`config.mk`:
```
export PLATFORM = sky130hd
export DESIGN_NAME = fetch_unit_flat
export DESIGN_NICKNAME = d
export VERILOG_FILES = /design/src/rtl/fetch_unit_if.sv /design/src/rtl/fetch_unit.sv /design/src/flat_wrapper.sv
export SDC_FILE = /design/constraint.sdc
export NUM_CORES = 1
export LEC_CHECK = 0
export CELL_PAD_IN_SITES_DETAIL_PLACEMENT = 2
export CELL_PAD_IN_SITES_GLOBAL_PLACEMENT = 2
export CORE_ASPECT_RATIO = 0.8
export CORE_MARGIN = 8
export CORE_UTILIZATION = 27
export CTS_CLUSTER_DIAMETER = 200
export DETAILED_ROUTE_END_ITERATION = 7
export PLACE_DENSITY = 0.87
export SLEW_MARGIN = 30
export SYNTH_ARGS = -nofsm -noshare
export SYNTH_HDL_FRONTEND = slang
export SYNTH_SLANG_ARGS = --single-unit
```
`constraint.sdc`:
```
create_clock -name clk -period 7.6 [get_ports clk]
set_input_delay 1.52 -clock clk [delete_from_list [all_inputs] [get_ports clk]]
set_output_delay 1.52 -clock clk [all_outputs]
set_load 0.1 [all_outputs]
```
`src/rtl/fetch_unit_if.sv`:
```
// Bundle of every signal between the fetch unit and its surroundings:
// PC register, instruction memory, decode and the execute redirect path.
//
// Handshakes: a transfer happens on a rising clk edge where valid and ready
// are both high. A raised valid holds its payload stable until that transfer
// happens. Ready may depend on nothing but the receiver's own state.
// A redirect may withdraw an imem request before it is accepted; a redirect
// may also clear inst_valid before inst_ready arrives.
interface fetch_unit_if #(
    parameter int XLEN = 32
);
    logic [XLEN-1:0] pc_in;
    logic [XLEN-1:0] pc_next;
    logic            pc_en;
    logic            imem_req_valid;
    logic [XLEN-1:0] imem_req_addr;
    logic            imem_req_ready;
    logic            imem_rsp_valid;
    logic [XLEN-1:0] imem_rsp_data;
    logic            inst_valid;
    logic [XLEN-1:0] inst_data;
    logic [XLEN-1:0] inst_pc;
    logic            inst_ready;
    logic            redirect_valid;
    logic [XLEN-1:0] redirect_target;
    logic [1:0]      dbg_state;

    // Fetch unit side.
    modport master (
        input  pc_in,
        output pc_next, pc_en,
        output imem_req_valid, imem_req_addr,
        input  imem_req_ready, imem_rsp_valid, imem_rsp_data,
        output inst_valid, inst_data, inst_pc,
        input  inst_ready, redirect_valid, redirect_target,
        output dbg_state
    );

    // Environment side (PC register, memory, decode, execute).
    modport slave (
        output pc_in,
        input  pc_next, pc_en,
        input  imem_req_valid, imem_req_addr,
        output imem_req_ready, imem_rsp_valid, imem_rsp_data,
        input  inst_valid, inst_data, inst_pc,
        output inst_ready, redirect_valid, redirect_target,
        input  dbg_state
    );
endinterface

```
`src/rtl/fetch_unit.sv`:
```
// Instruction-fetch sequencer: one memory request in flight at a time, the
// fetched word is held for decode, execute redirects override everything.
module fetch_unit #(
    parameter int XLEN    = 32,
    parameter int PC_STEP = 4
) (
    input logic        clk,
    input logic        rst,
    fetch_unit_if.master bus
);

    typedef enum logic [1:0] {
        FETCH = 2'd0,
        WAIT  = 2'd1,
        HOLD  = 2'd2
    } state_t;

    state_t          state, state_n;
    logic            drop, drop_n;      // discard the next memory response
    logic [XLEN-1:0] req_pc;            // address of the request in flight
    logic [XLEN-1:0] inst_data_q, inst_pc_q;
    logic            inst_valid_q;

    logic            accept;
    logic            load_inst;
    logic            clr_inst;
    logic            req_valid;
    logic            pc_en;
    logic [XLEN-1:0] pc_next;
    logic [XLEN-1:0] seq_pc;
    logic [XLEN-1:0] redir_pc;

    assign seq_pc   = bus.pc_in + XLEN'(PC_STEP);
    assign redir_pc = {bus.redirect_target[XLEN-1:2], 2'b00};

    // Next state, request/PC controls; a redirect overrides the PC update last.
    always_comb begin
        state_n   = state;
        drop_n    = drop;
        accept    = 1'b0;
        load_inst = 1'b0;
        clr_inst  = 1'b0;
        req_valid = 1'b0;
        pc_en     = 1'b0;
        pc_next   = seq_pc;
        case (state)
            FETCH: begin
                // A redirect withdraws the request unless memory takes it now.
                req_valid = !(bus.redirect_valid && !bus.imem_req_ready);
                accept    = req_valid && bus.imem_req_ready;
                if (accept) begin
                    state_n = WAIT;
                    pc_en   = 1'b1;
                    drop_n  = bus.redirect_valid;
                end
            end
            WAIT: begin
                if (bus.imem_rsp_valid) begin
                    if (drop || bus.redirect_valid) begin
                        state_n = FETCH;
                        drop_n  = 1'b0;
                    end else begin
                        load_inst = 1'b1;
                        state_n   = HOLD;
                    end
                end else if (bus.redirect_valid) begin
                    drop_n = 1'b1;
                end
            end
            HOLD: begin
                if (bus.redirect_valid || bus.inst_ready) begin
                    clr_inst = 1'b1;
                    state_n  = FETCH;
                end
            end
            default: state_n = FETCH;
        endcase
        if (bus.redirect_valid) begin
            pc_en   = 1'b1;
            pc_next = redir_pc;
        end
        if (rst) begin
            req_valid = 1'b0;
            pc_en     = 1'b0;
        end
    end

    // State register and drop flag.
    always_ff @(posedge clk or posedge rst) begin
        if (rst) begin
            state <= FETCH;
            drop  <= 1'b0;
        end else begin
            state <= state_n;
            drop  <= drop_n;
        end
    end

    // Capture the PC of the request memory just accepted.
    always_ff @(posedge clk or posedge rst) begin
        if (rst) begin
            req_pc <= '0;
        end else if (accept) begin
            req_pc <= bus.pc_in;
        end
    end

    // Instruction output register towards decode.
    always_ff @(posedge clk or posedge rst) begin
        if (rst) begin
            inst_valid_q <= 1'b0;
            inst_data_q  <= '0;
            inst_pc_q    <= '0;
        end else if (load_inst) begin
            inst_valid_q <= 1'b1;
            inst_data_q  <= bus.imem_rsp_data;
            inst_pc_q    <= req_pc;
        end else if (clr_inst) begin
            inst_valid_q <= 1'b0;
        end
    end

    assign bus.imem_req_valid = req_valid;
    assign bus.imem_req_addr  = bus.pc_in;
    assign bus.pc_en          = pc_en;
    assign bus.pc_next        = pc_next;
    assign bus.inst_valid     = inst_valid_q;
    assign bus.inst_data      = inst_data_q;
    assign bus.inst_pc        = inst_pc_q;
    assign bus.dbg_state      = state;

endmodule

```
`src/flat_wrapper.sv`:
```
// flat-port wrapper written by rule: the top's interface ports become plain ports
module fetch_unit_flat 
#(
    parameter int XLEN    = 32,
    parameter int PC_STEP = 4
)
  (clk, rst, bus_pc_in, bus_pc_next, bus_pc_en, bus_imem_req_valid, bus_imem_req_addr, bus_imem_req_ready, bus_imem_rsp_valid, bus_imem_rsp_data, bus_inst_valid, bus_inst_data, bus_inst_pc, bus_inst_ready, bus_redirect_valid, bus_redirect_target, bus_dbg_state);
  fetch_unit_if #(.XLEN(XLEN)) bus_i ();
  input logic clk;
  input logic rst;
  input wire logic [$bits(bus_i.pc_in)-1:0] bus_pc_in;
  output wire logic [$bits(bus_i.pc_next)-1:0] bus_pc_next;
  output wire logic [$bits(bus_i.pc_en)-1:0] bus_pc_en;
  output wire logic [$bits(bus_i.imem_req_valid)-1:0] bus_imem_req_valid;
  output wire logic [$bits(bus_i.imem_req_addr)-1:0] bus_imem_req_addr;
  input wire logic [$bits(bus_i.imem_req_ready)-1:0] bus_imem_req_ready;
  input wire logic [$bits(bus_i.imem_rsp_valid)-1:0] bus_imem_rsp_valid;
  input wire logic [$bits(bus_i.imem_rsp_data)-1:0] bus_imem_rsp_data;
  output wire logic [$bits(bus_i.inst_valid)-1:0] bus_inst_valid;
  output wire logic [$bits(bus_i.inst_data)-1:0] bus_inst_data;
  output wire logic [$bits(bus_i.inst_pc)-1:0] bus_inst_pc;
  input wire logic [$bits(bus_i.inst_ready)-1:0] bus_inst_ready;
  input wire logic [$bits(bus_i.redirect_valid)-1:0] bus_redirect_valid;
  input wire logic [$bits(bus_i.redirect_target)-1:0] bus_redirect_target;
  output wire logic [$bits(bus_i.dbg_state)-1:0] bus_dbg_state;
  assign bus_i.pc_in = bus_pc_in;
  assign bus_pc_next = bus_i.pc_next;
  assign bus_pc_en = bus_i.pc_en;
  assign bus_imem_req_valid = bus_i.imem_req_valid;
  assign bus_imem_req_addr = bus_i.imem_req_addr;
  assign bus_i.imem_req_ready = bus_imem_req_ready;
  assign bus_i.imem_rsp_valid = bus_imem_rsp_valid;
  assign bus_i.imem_rsp_data = bus_imem_rsp_data;
  assign bus_inst_valid = bus_i.inst_valid;
  assign bus_inst_data = bus_i.inst_data;
  assign bus_inst_pc = bus_i.inst_pc;
  assign bus_i.inst_ready = bus_inst_ready;
  assign bus_i.redirect_valid = bus_redirect_valid;
  assign bus_i.redirect_target = bus_redirect_target;
  assign bus_dbg_state = bus_i.dbg_state;
  fetch_unit #(.XLEN(XLEN), .PC_STEP(PC_STEP)) u_core (.clk(clk), .rst(rst), .bus(bus_i));
endmodule
```
==> results.ini <==
[run_status]
outcome = finished, final reports clean

[sta]
rsz0062_at_grt = no
setup_viol = 0
fin_hold_ws_ns = 0.510
finClkSkew_ns = 0.00818
final-hold-violation-count = 0
fin_tns_setup_ns = 0
slew_viol_final = 0
worst_pin_slew_ns = 1.05
relSlewSlack_pct = 30.0
fin_crit_sh_pct = 82.7
fmax_ghz = 0.159
fin_crit_ns = 6.28

[floorplan]
start_util_pct = 27.7
dieHeight_um = 138
die_w_um = 169
io_pins = 235
coreArea_um2 = 18200
dieArea_um2 = 23300
num_rows = 44

[worst_setup_path]
reg2reg_slack_ns = 5.29
crit_required_ns = 6.08
cp_max_fo = 5
startpoint_type = primary input
r2r-end = u_core.bus.inst_data[17]$_DFFE_PP0P_
crit_start = bus_pc_in[2]
reg2reg_depth = 3
critPathCaptureType = output port
rr_startpoint = u_core.bus.dbg_state[1]$_DFFE_PP0P_
worstSetupPathType = in2out
critPathArrivalTime_ns = 4.76

[logic_synthesis]
netlist_area_um2 = 5040
yosysWarnings = 0
avgSynthCellArea_um2 = 12.4
netlist_instances = 407
synth-seq-cells = 100
syn_nets = 510
seq_area_frac_synth_pct = 49.7
ys_types = 35

[clocking]
cts_max_path_buffers = 2
hold_buffers = 0
cts-resized-gates = 0
cts_made_buffers = 9
numClockSinks = 100
cts_tree = done
htreeDepth = 3
cts.clk_slew.worst_paths_ns = 0.07
clkLatencyLatePin_ns = 0.35
cts_setup_buffers = 0
root_buffer = clkbuf_16

[drt]
routed_wl_mm = 18.7
ant_nets = 0
wl_per_cell_um = 21.7
dr.pass1.iters = 4
drc_errors = 0
first_iter_violations = 159
via_per_inst = 4.58
vias = 3947

[run]
maxCapViolCount = 0

[pwr]
vdd_drop_max_mv = 0.317
p_sw_share_pct = 56.5
comb_power_share_pct = 63.5
p_switching_mw = 2.20
p_clk_share_pct = 11.9
seqPwrFrac_pct = 24.7
p_leak_nw = 3.17
internal_power_mw = 1.69
p_per_area_nw_per_um2 = 511

[hold_path]
holdPathStages = 1
hp-class = reg2reg
min_from = u_core.req_pc[7]$_DFFE_PP0P_
holdPathEnd = u_core.bus.inst_pc[7]$_DFFE_PP0P_

[global_routing]
grt_overflow = 0
grt_pass1_wl_mm = 28.8
first_global_vias = 4666
antenna_found_initial = 0
grt_util_all_layers_pct = 15.9
grt_max_degree = 71

[layout]
area_delta_synth_final_pct = 51.1
antenna_cells = 0
drive_gt1_share_pct = 23.0
layout.nets = 707
nFillCells = 1863

[placed_design]
hpwl_mm = 14.5
portBuffers = 232
routabilityCongestion = 0.738

worst max-delay path, stage by stage:
cell and delay (ns):
clkdlybuf4s50_1 0.60, ha_1 0.28, and4_1 0.39, and3_1 0.32, nand4_1 0.15, xor2_1 0.17, o21ai_0 0.15, clkdlybuf4s50_1 1.18
cell usage in the layout (no fill, tap or decap), types with 3 or more instances in the layout:
cell type          n
xor2_1            11
nand4_1            4
clkbuf_16          9
and3_1             4
nor3_1             7
and4_1             3
nor2_1            10
nand3_1            9
inv_1              5
xnor2_1           17
buf_2              8
buf_4              7
nor4_1             4
mux2_4            38
mux2_2            62
dfrtp_1          100
nand2_1           38
clkdlybuf4s50_1  220
o21ai_1            3
o21ai_0           24
kinds of logic after synthesis:
family	Yosys count	share of synthesized area (%)
compound gates	31	3.23
mux	100	25.2
buf+inv	56	7.45
xor+xnor	28	4.87
simple gates	91	9.36
fa+ha+maj	1	0.248
flops	100	49.7
power by group through the flow:
stage                     combinational (mW)  sequential (mW)  clock [mW]
final                                   2.47            0.960       0.462
after CTS                               2.51            0.966       0.483
after global placement                  2.46            0.938           0
after global routing                    2.54            0.995       0.497
after floorplan                        0.609             2.23           0
after detailed placement                2.50            0.972           0
cell usage after synthesis (all sizes together):
library cell    n  area (um^2)
nor2b           2         12.5
or4             1         11.3
nor3            8         45.0
clkbuf          5         18.8
nand2          38          143
o22ai           1         6.26
xnor2          17          149
dfrtp         100         2500
ha              1         12.5
inv             6         22.5
nand3          10         55.1
a2111oi         1         8.76
and4            4         36.3
nor4            5         37.5
nand2b          1         6.26
xor2           11         96.3
nor2           10         37.5
o21ai          27          135
mux2          100         1270
and3            4         25.0
and2            2         12.5
buf            45          334
nand4           6         50.0
a21oi           1         5.00
o31ai           1         7.51
sequential cells by signal, summed over array words and instances, names as in the netlist:
| signal | flops |
|---|---|
| u_core.bus.inst_data | 32 |
| u_core.drop | 1 |
| u_core.bus.dbg_state | 2 |
| u_core.bus.inst_valid | 1 |
| u_core.req_pc | 32 |
| u_core.bus.inst_pc | 32 |
layout make-up:
cell class                      instances  area [um^2]  share of cell area [%]
Clock buffer                            9          225                    2.96
Clock inverter                          7         71.3                   0.937
Inverter                                6         25.0                   0.329
Multi-Input combinational cell        251         2170                    28.5
Sequential cell                       100         2500                    32.9
Tap cell                              253          317                    4.16
Timing Repair Buffer                  236         2310                    30.3
worst max-delay path by stage:
stage,end,cells past startpoint
4_1_cts,bus_pc_next[18],8
3_5_place_dp,bus_pc_next[18],8
2_1_floorplan,bus_imem_req_valid,2
6_report,bus_pc_next[18],8
5_1_grt,bus_pc_next[23],7
3_3_place_gp,bus_pc_next[18],8
layer usage:
layer	global-route usage [%]	wire length, um	vias to the layer above
met2	28.2	9370	147
met1	17.8	7620	2022
met3	5.60	1490	16
met4	4.32	228	0
met5	0	0	-
li1	-	-	1762
through the flow:
stage                     power [mW]  std cells  area (um^2)  setup WS (ns)  util, %
after floorplan                 2.84        407         5040           1.09        -
after global placement          3.40        846         7350           1.35     40.3
after detailed placement        3.47        846         7340           1.30     40.3
after CTS                       3.96        862         7640           1.31     41.9
after global routing            4.03        862         7610           1.16     41.8
final                           3.89        862         7610           1.32     41.8
Power figures use the tool's default switching activity.
